[config.mk]
export PLATFORM = sky130hd
export DESIGN_NAME = bbox_sample_iter
export DESIGN_NICKNAME = d
export VERILOG_FILES = /design/src/rtl/bbox_sample_iter.sv
export SDC_FILE = /design/constraint.sdc
export NUM_CORES = 1
export LEC_CHECK = 0
export CAP_MARGIN = 20
export CORE_AREA = 2 2 284 286
export CTS_BUF_LIST = sky130_fd_sc_hd__clkbuf_2 sky130_fd_sc_hd__clkbuf_4 sky130_fd_sc_hd__clkbuf_8
export DETAILED_ROUTE_END_ITERATION = 8
export DIE_AREA = 0 0 286 288
export PLACE_DENSITY = 0.5
export SYNTH_ARGS = -nofsm -noshare
export SYNTH_HDL_FRONTEND = slang
export SYNTH_SLANG_ARGS = --single-unit
[constraint.sdc]
create_clock -name clk -period 7.5 [get_ports clk]
set_clock_uncertainty 0.2 [all_clocks]
set_input_delay 1.875 -clock clk [delete_from_list [all_inputs] [get_ports clk]]
set_output_delay 1.875 -clock clk [all_outputs]
set_load 0.02 [all_outputs]
[src/rtl/bbox_sample_iter.sv]
// Rasterizer test iterator: walks the sample grid of a triangle's bounding box in raster order.
// Optional macro EMPTY_BOX_SKIP_EN consumes inverted boxes without emitting any sample.
module bbox_sample_iter #(
    parameter int SIGFIG = 24,
    parameter int RADIX  = 10,
    parameter int VERTS  = 3,
    parameter int AXIS   = 3,
    parameter int COLORS = 3
) (
    input  logic                                      clk,
    input  logic                                      rst,
    input  logic [VERTS-1:0][AXIS-1:0][SIGFIG-1:0]    tri_R14S,
    input  logic [COLORS-1:0][SIGFIG-1:0]             color_R14U,
    input  logic [1:0][1:0][SIGFIG-1:0]               box_R14S,
    input  logic                                      validTri_R14H,
    output logic                                      ready_R14H,
    input  logic [3:0]                                subSample_RnnnnU,
    output logic [VERTS-1:0][AXIS-1:0][SIGFIG-1:0]    tri_R16S,
    output logic [COLORS-1:0][SIGFIG-1:0]             color_R16U,
    output logic [1:0][SIGFIG-1:0]                    sample_R16S,
    output logic                                      validSamp_R16H
);

    typedef enum logic [0:0] {ST_WAIT = 1'b0, ST_TEST = 1'b1} state_t;

    function automatic logic [SIGFIG-1:0] step_of(input logic [3:0] ss);
        logic [SIGFIG-1:0] one;
        one = {{(SIGFIG-1){1'b0}}, 1'b1} << RADIX;
        case (ss)
            4'b1000: step_of = one;
            4'b0100: step_of = one >> 1;
            4'b0010: step_of = one >> 2;
            4'b0001: step_of = one >> 3;
            default: step_of = one;
        endcase
    endfunction

    // One extra bit keeps x+step from wrapping near full-scale positive coordinates.
    function automatic logic signed [SIGFIG:0] sext(input logic [SIGFIG-1:0] v);
        sext = $signed({v[SIGFIG-1], v});
    endfunction

    state_t                                   state_q, state_d;
    logic [VERTS-1:0][AXIS-1:0][SIGFIG-1:0]   tri_q, tri_d;
    logic [COLORS-1:0][SIGFIG-1:0]            color_q, color_d;
    logic [1:0][1:0][SIGFIG-1:0]              box_q, box_d;
    logic [1:0][SIGFIG-1:0]                   sample_q, sample_d;
    logic [SIGFIG-1:0]                        step_q, step_d;
    logic                                     valid_q, valid_d;

    logic signed [SIGFIG:0]                   nx_s, ny_s;
    logic                                     x_fits_s, y_fits_s, last_s;
    logic                                     ready_s, accept_s, load_s, skip_s;

    // Candidate next position and end-of-box detection
    always_comb begin
        nx_s     = sext(sample_q[0]) + sext(step_q);
        ny_s     = sext(sample_q[1]) + sext(step_q);
        x_fits_s = (nx_s <= sext(box_q[1][0]));
        y_fits_s = (ny_s <= sext(box_q[1][1]));
        last_s   = !x_fits_s && !y_fits_s;
    end

    // Handshake toward the bbox stage
    always_comb begin
        if (!rst) begin
            ready_s = 1'b0;
        end else if (state_q == ST_WAIT) begin
            ready_s = 1'b1;
        end else begin
            ready_s = last_s;
        end
        accept_s = ready_s && validTri_R14H;
`ifdef EMPTY_BOX_SKIP_EN
        skip_s = ($signed(box_R14S[0][0]) > $signed(box_R14S[1][0])) ||
                 ($signed(box_R14S[0][1]) > $signed(box_R14S[1][1]));
`else
        skip_s = 1'b0;
`endif
    end

    // Next-state and next-sample computation
    always_comb begin
        state_d  = state_q;
        tri_d    = tri_q;
        color_d  = color_q;
        box_d    = box_q;
        sample_d = sample_q;
        step_d   = step_q;
        valid_d  = valid_q;
        load_s   = 1'b0;
        case (state_q)
            ST_WAIT: begin
                if (accept_s) begin
                    load_s = 1'b1;
                end else begin
                    valid_d = 1'b0;
                end
            end
            ST_TEST: begin
                if (!last_s) begin
                    if (x_fits_s) begin
                        sample_d[0] = nx_s[SIGFIG-1:0];
                    end else begin
                        sample_d[0] = box_q[0][0];
                        sample_d[1] = ny_s[SIGFIG-1:0];
                    end
                end else if (accept_s) begin
                    load_s = 1'b1;
                end else begin
                    valid_d = 1'b0;
                    state_d = ST_WAIT;
                end
            end
            default: begin
                state_d = ST_WAIT;
                valid_d = 1'b0;
            end
        endcase
        if (load_s) begin
            if (skip_s) begin
                state_d = ST_WAIT;
                valid_d = 1'b0;
            end else begin
                tri_d    = tri_R14S;
                color_d  = color_R14U;
                box_d    = box_R14S;
                sample_d = box_R14S[0];
                step_d   = step_of(subSample_RnnnnU);
                valid_d  = 1'b1;
                state_d  = ST_TEST;
            end
        end else begin
            step_d = step_q;
        end
    end

    // State and datapath registers with synchronous active-low reset
    always_ff @(posedge clk) begin
        if (!rst) begin
            state_q  <= ST_WAIT;
            tri_q    <= '0;
            color_q  <= '0;
            box_q    <= '0;
            sample_q <= '0;
            step_q   <= '0;
            valid_q  <= 1'b0;
        end else begin
            state_q  <= state_d;
            tri_q    <= tri_d;
            color_q  <= color_d;
            box_q    <= box_d;
            sample_q <= sample_d;
            step_q   <= step_d;
            valid_q  <= valid_d;
        end
    end

    // Output drive
    always_comb begin
        ready_R14H     = ready_s;
        tri_R16S       = tri_q;
        color_R16U     = color_q;
        sample_R16S    = sample_q;
        validSamp_R16H = valid_q;
    end

endmodule

==> results.md, run 1 <==
- The critical path contains buffers and inverters numbering 2 combined.
- Of all flip-flops after synthesis, the portion carrying an async set or reset was 0%.
- The number of placed instances, taps included, is ~3700.
- Yosys printed 0 warnings.
- The filler cells instantiated in the layout total 8407.
- The count of clock tree sinks is approximately 410.
- After the flow finishes, the layout carries non-filler instances totaling a little under 4000.
- The worst path required time is between 5000 and 6000 ps.
- The number of instances in the synthesized netlist is around 2100.
- After detailed routing, the average wire length per cell comes to approximately 18 µm.
- Of the available clock period, the critical path in the final layout requires between 90% and 100%.
- The CTS clock-pin slew for the worst setup and hold paths is around 50 ps.
- Summing all multi-input logic gate instances after layout gives a little under 8000 µm².
- In this run the remaining antenna-violating nets after routing total 0.
- The die is roughly 290 µm tall.
- The run finished with clean final reports.
- Setup repair after global routing left no endpoint under its margin.
- The die is 286 µm wide.
- No sink is reached through more buffers than the 3 on the longest clock path.
- Global routing used ~16% of the available tracks across all layers.
- The tool flagged a number of max-cap violations equal to 0.
- The core region is approximately 80000 µm².
- After synthesis, the cell types taking the most area are dfxtp_1 49%, nand2_1 15%, o21ai_1 7.4%, ha_1 4.3%, mux2i_1 2.4%.
- The synthesis-to-finish area growth is 57.3%.
- The final setup violation count is 0.
- Buffers inserted during clock tree synthesis total a little over 80.
- The most instantiated flip-flop cell in the synthesis netlist is dfxtp_1.
- The overall die area is 82400 µm².
- The adder-cell share of the synthesized area is between 4 and 5%.
- The post-route netlist has approximately 6% of its cells at a drive strength greater than 1.
- The I/O pin count is between 700 and 800.
- Entering global routing, the biggest net connects between 200 and 250 pins.
- The via count of the first global-routing pass came to 15800.
- Summed over all layers, the routed wires come to 69200 µm.
- The data arrival time of the worst path is about 4900 ps.
- The worst-path maximum fanout is 5.
- The largest family of logic cells by synthesized area is simple AND/OR/NAND/NOR gates.
- The fraction of the yosys area taken by sequential cells is between 40% and 50%.
- The later pin in the worst-skew pair is clocked with a latency of roughly 660 ps.
- The number of flops mapped to enable cells by yosys is 0.
- Summed over all cells, the static leakage comes to between 10 and 15 nW.
- The hold violation total from the final report is 0.
- The launching element type of the critical path is a flip-flop.
- The delay contributed by the slowest stage of the critical path is about 580 ps.
- In this run the number of H-tree levels came out at 3.
- The slowest stage of the critical path belongs to the cell clkdlybuf4s50_1.
- In this run the post-CTS setup repair buffer count came out at 0.
- The final critical-path required period is 6940 ps.
- After synthesis, the largest area contributor takes up 48.6% of total cell area.
- The number of rows created at floorplan is 104.
- The summed instance area of the synthesized netlist is approximately 17000 µm².
- The initial cell density of the core is a little over a fifth.
- The power density over the cells is ~470 nW/µm².
- The vias after detailed routing is around 16000.
- The first global-routing pass estimated ~100000 µm of wire.
- The design draws approximately 0.013 W.
- In the final layout, flip-flops and latches occupy between 8000 and 9000 µm².
- The cell type with the highest aggregate area in the netlist is dfxtp_1.
- After detailed routing, the number of remaining DRC violations is 0.
- The per-cell via count in the routed design is around 4.2.
- The number of antenna violations at the first check in global routing came to 13.
- The most frequent standard cell in the layout excluding fill and tap cells is clkdlybuf4s50_1.
- Summed over all layers, the global routing overflow is 0.
- STA classifies the critical path endpoint as an output port.
- The highest ir drop seen on vdd is ~0.32 mV.
- The relative max-transition margin is 26.2%.
- After legalization and detailed placement, the total HPWL measured 51400 µm.
- Synthesis produced a netlist with a net count of ~2500.
- The share of cell area taken by muxes after synthesis is under 10%.
- The synthesized netlist devotes 1.59% of its cell area to XOR and XNOR gates.
- For the pin with the worst max-slew slack, the measured transition is 1110 ps.
- The min-delay analysis places its worst path in the category flip-flop to flip-flop.
- The routability-driven placement congestion ratio is ~0.8.
- The number of pins exceeding their max-slew limit in the final report came to 0.
- The cell area after layout is roughly 27000 µm².
- After the last flow step, the layout net total stands at between 3000 and 4000.
- After the first detailed-routing iteration, the DRC count stood at 820.
- Each instance of the synthesized netlist takes up on average slightly above 8 µm².
- Yosys mapped the design onto 60 distinct sky130hd cell types.
- Summing the areas of all and, or, nand and nor instances in the mapped netlist gives ~20% of the synthesized area.
- In this run, post-CTS hold repair placed 0 buffers.
- Synthesis inferred just over 400 register bits.
- The area fraction in compound gates after synthesis is around 17%.
- Input and output buffers added on the ports amount to 728.
- The iteration count of the initial detailed-routing pass is 5.
- The final hold slack is about 240 ps.
- The clock tree from TritonCTS is yes.
- The kind of cell adding the most delay to the critical path is compound AO/OA/AOI/OAI gates.
- Clock tree synthesis selected as its root buffer the cell clkbuf_8.
- The post-placement cell area is around 25000 µm².
- In the final timing run, aggregate negative setup slack is 0 ps.
- In the layout the commonest cells are 727 x clkdlybuf4s50_1, 676 x nand2_1, 414 x dfxtp_1, 251 x o21ai_1, 89 x clkbuf_8.
- Derived from the worst setup path, the maximum achievable clock frequency is ~140 MHz.
- The signal on the critical path passes through ha_1, inv_1, fa_1, nand2b_1, a21oi_2, nand3_1, nor2_1, xor2_1, ha_1, and3_1, nand4_2, nor3_1, a2111o_1, o21ai_2, o21a_2, nor2_1, clkdlybuf4s50_1.
- The worst setup path is of the flip-flop to output port kind.
## per-stage QoR
step	util [%]	setup slack (ps)
after floorplan	-	1360
final	33.6	556
after CTS	33.6	234
after global routing	33.6	197
after global placement	31.5	1120
after detailed placement	31.5	995
## Yosys cell counts, drive strengths merged, types with 12 or more instances
cell type	n
xor2	13
clkbuf	88
a21oi	30
nand4	12
nor2	49
ha	58
a211oi	33
xnor2	18
mux2i	41
nand2	676
buf	59
o21ai	318
nand3	24
nor2b	14
o31ai	54
inv	75
dfxtp	414
## cell type report
cell class | count | share of cell area, %
antenna | 8 | 0.0747
inverter | 75 | 1.06
timing repair buffer | 747 | 27.9
sequential | 414 | 30.9
clock inverter | 17 | 0.850
multi-input combinational | 1444 | 28.8
tap | 1060 | 4.95
clock buffer | 117 | 5.36
## sequential cells by signal, summed over array words and instances (netlist names)
signal,count
state_q,1
validSamp_R16H,1
sample_R16S,48
box_q,72
step_q,4
color_R16U,72
tri_R16S,216
## tightest hold or removal path, stage by stage (launching register included)
cell and delay (ps):
dfxtp_1 300, nand2_1 50, o21ai_1 50
## final timing paths
| path | from | endpoint | slack [ps] | cells after the start |
|---|---|---|---|---|
| worst max-delay path | step_q[7] | ready_R14H | 560 | 17 |
| worst min register to register | tri_R16S[149] | tri_R16S[149] | 240 | 2 |
| worst min-delay path | tri_R16S[149] | tri_R16S[149] | 240 | 2 |
| worst max register to register | step_q[7] | color_R16U[48] | 2010 | 20 |
## routing by layer
layer | share of wire [%] | GRT usage [%] | vias up
met2 | 47 | 25.8 | 461
li1 | - | - | 8343
met4 | 3.2 | 7.26 | 8
met5 | 0.077 | 0 | -
met1 | 42 | 19.2 | 7365
met3 | 7.5 | 5.18 | 117
## logic make-up (layout without fill, tap and decap cells)
family          count (synthesis)  after routing
xor+xnor                       31             31
fa+ha+maj                      60             60
compound gates                492            492
simple gates                  818            818
flops                         414            414
other cells                     0              8
mux                            43             43
buf+inv                       222            956
## power breakdown
part | total [W] | internal, W | leakage, nW | switching, W
clock network | 0.00239 | 0.00137 | 0.875 | 0.00102
registers | 0.00381 | 0.00324 | 3.42 | 0.000571
logic | 0.00635 | 0.00264 | 5.81 | 0.00370
total | 0.0125 | 0.00725 | 10.1 | 0.00530
## repair_timing
| item | 4_1_cts | 5_1_grt |
|---|---|---|
| setup endpoints to repair | 0 | 1 |
| hold endpoints to repair | 0 | 0 |
| gates resized for setup | 0 | 1 |
Power figures use the tool's default switching activity.
==> run 2, diff against run 1 <==
--- a/config.mk
+++ b/config.mk
@@ -11,6 +11,7 @@
 export DETAILED_ROUTE_END_ITERATION = 8
 export DIE_AREA = 0 0 286 288
 export PLACE_DENSITY = 0.5
+export SLEW_MARGIN = 40
 export SYNTH_ARGS = -nofsm -noshare
 export SYNTH_HDL_FRONTEND = slang
 export SYNTH_SLANG_ARGS = --single-unit
==> run 2 against run 1 <==
Compared with the run above: global-route usage up 0.072 points; register-to-register slack about the same; die area did not move; largest cell class unchanged.
==> results.md, run 2 (synthesized netlist as in run 1, its figures left out) <==
- The run finished with clean final reports.
- Traced cell by cell, the critical path runs through ha_1, inv_1, fa_1, nand2b_1, a21oi_2, nand3_1, nor2_1, xor2_1, ha_1, and3_1, nand4_2, nor4_4, a32o_1, o21ai_2, o21a_2, nor2_1, clkdlybuf4s50_1.
- The highest ir drop seen on vdd came to 0.264 mV (-17%).
- The final setup violation count came to 0 (unchanged).
- The cell sitting at the root of the clock tree is a clkbuf_8.
- The delay contributed by the slowest stage of the critical path is 650 ps (+70 ps).
- The hold violation total from the final report was 0 (unchanged).
- The final critical-path required period is 6950 ps (+6.30 ps).
- The end-of-flow core utilization is 33.8% (+0.18 points).
- The per-cell via count in the routed design was 4.22 (+0.44%).
- The share of cells above drive strength 1 is 6.44% (+0.40 points).
- The vias after detailed routing is 16400 (+0.62%).
- The count of antenna-violating nets left after detailed routing was 0 (unchanged).
- STA classifies the critical path startpoint as a flip-flop.
- The number of flip-flops in the largest register came to 216 (unchanged).
- The CTS clock-pin slew for the worst setup and hold paths came to 50 ps (about the same).
- STA classifies the critical path endpoint as an output port.
- The average wire per standard cell is 17.9 µm (about the same).
- Setup repair after global routing left no endpoint under its margin.
- The worst path required time is 5430 ps (about the same).
- The top achievable clock speed is 144 MHz (about the same).
- The overall die area is 82400 µm² (unchanged).
- Leaving out fill and tap cells, the most frequent cells in the layout are 727 x clkdlybuf4s50_1, 676 x nand2_1, 414 x dfxtp_1, 251 x o21ai_1, 97 x clkbuf_8.
- The number of pins exceeding their max-slew limit in the final report is 0 (unchanged).
- The floorplan die width was 286 µm (unchanged).
- The final hold slack is 242 ps (-0.456 ps).
- The switching share of total power came to 42.1% (-0.075 points).
- The first-iteration detailed-routing DRC count is 921 (+12%).
- The number of fillers in the final layout is 8386 (-0.25%).
- The internal power component is 0.00732 W (+1.0%).
- The synthesis-to-finish area growth is 58.1%.
- The number of antenna violations at the first check in global routing is 12 (-1).
- The detailed placement HPWL came to 51400 µm (about the same).
- The initial cell density of the core is 21.4% (unchanged).
- The count of clock tree sinks is 414 (unchanged).
- The number of port buffers came to 728 (unchanged).
- The H-tree depth came to 3 (unchanged).
- The slack of the critical path came to 550 ps (-6.30 ps).
- TritonCTS built the clock tree.
- The worst-path maximum fanout is 5 (unchanged).
- The area taken by flip-flops and latches was 8290 µm² (unchanged).
- The post-route setup TNS came to 0 ps (unchanged).
- The wire length of the first global-routing pass is 101000 µm (+0.98%).
- The actual slew at the worst max-slew pin came to 938 ps (-169 ps).
- The aggregate global-route resource usage is 16.0% (+0.072 points).
- The iteration count of the initial detailed-routing pass came to 6 (+1).
- The core outline area is 79600 µm² (unchanged).
- Leaving out fill and tap cells, the most frequent cell in the layout is clkdlybuf4s50_1.
- The number of rows created at floorplan is 104 (unchanged).
- The period utilization came to 92.7% (about the same).
- The worst setup slack after placement is 1020 ps (+24.8 ps).
- The number of hold buffers added after cts is 0 (unchanged).
- The pin count of the biggest net entering global routing is 227 (unchanged).
- The final net count is 3215 (+0.031%).
- The type of the most critical hold path is flip-flop to flip-flop.
- The relative contribution of sequential cells to total power was 30.1% (-0.3 points).
- The insertion delay to the later sink of the worst-skew pair is 660 ps (about the same).
- The reported leakage power is 10.2 nW (+0.74%).
- The portion of total power attributed to the clock network came to 19.8% (+0.7 points).
- The TritonCTS buffer count is 81 (unchanged).
- The data arrival time of the worst path is 4870 ps (about the same).
- The switching component of the power is 0.00534 W (+0.72%).
- The power density over the cells is 470 nW/µm² (+0.36%).
- The type of the worst setup path is flip-flop to output port.
- The post-detailed-routing wire length is 69400 µm (+0.25%).
- The I/O pin count came to 729 (unchanged).
- The remaining global-route overflow is 0 (unchanged).
- The count of unresolved DRC violations after routing is 0 (unchanged).
- The cell type of the slowest stage on the worst timing path is clkdlybuf4s50_1.
- The number of setup buffers added after CTS is 0 (unchanged).
- The combinational share of power is 50.2% (-0.4 points).
- The worst-case clock buffer depth is 3 (unchanged).
- The relative max-transition margin is 37.5% (+11 points).
- The routability-driven placement congestion ratio is 0.822 (unchanged).
- The max-cap check violation count came to 0 (unchanged).
- The vertical die dimension was 288 µm (unchanged).
- The via count of the first global-routing pass is 15800 (-0.23%).
- The area taken by multi-input logic gates came to 7730 µm² (about the same).
==> run 2: changes by cell type in the layout (fill, tap and decap cells not counted), moves of 2 or more <==
| cell | change |
|---|---|
| buf_4 | -2 |
| clkbuf_4 | -6 |
| clkinv_2 | +6 |
| clkbuf_8 | +8 |
| diode_2 | -4 |
==> run 2: area by class of cell <==
type / instances / share of cell area [%]
Sequential cell: 414 / 30.8
Multi-Input combinational cell: 1444 / 28.7
Timing Repair Buffer: 748 / 27.9
Clock buffer: 119 / 5.57
Tap cell: 1060 / 4.92
Inverter: 75 / 1.05
Clock inverter: 25 / 0.999
Antenna cell: 4 / 0.0372
==> run 2: path summary, 6_finish.rpt <==
check / end / slack, ps / start / cells past startpoint
worst min-delay path: tri_R16S[89] / 240 / tri_R16S[89] / 2
worst max-delay path: ready_R14H / 550 / step_q[7] / 17
worst min register to register: tri_R16S[89] / 240 / tri_R16S[89] / 2
worst max register to register: color_R16U[48] / 2000 / step_q[7] / 21
==> run 2: power by group through the flow <==
stage                     clock network [W]  registers (W)  logic (W)
after floorplan                           0        0.00481    0.00255
after global placement                    0        0.00382    0.00643
after detailed placement                  0        0.00383    0.00641
after CTS                           0.00261        0.00381    0.00643
after global routing                0.00271        0.00394    0.00689
final                               0.00250        0.00380    0.00635
==> run 2: layer usage <==
metal	track usage [%]	vias to the layer above	part of all wire, %
met5	0	-	0.033
met4	5.13	4	2.0
met3	4.55	98	6.6
met2	26.8	460	49
met1	19.8	7482	43
li1	-	8351	-
==> run 2: stage by stage <==
step                cells  total power [W]  area (µm²)
floorplan            2080          0.00737       17000
global placement     3739           0.0102       25100
detailed placement   3740           0.0102       25100
CTS                  3884           0.0129       26900
global route         3889           0.0135       26900
finish               3889           0.0127       26900
==> run 2: repair_timing <==
item | in CTS | in global routing
endpoints found under the setup margin | 0 | 1
resized for setup | 0 | 1
hold endpoints to repair | 0 | 0
==> run 2: critical path, delay by kind of cell, from the launching register on <==
kind | cells | cell delay (ps)
compound gates | 4 | 860
fa+ha+maj | 3 | 890
simple gates | 7 | 1290
xor+xnor | 1 | 110
buf+inv | 2 | 710
flops | 1 | 360
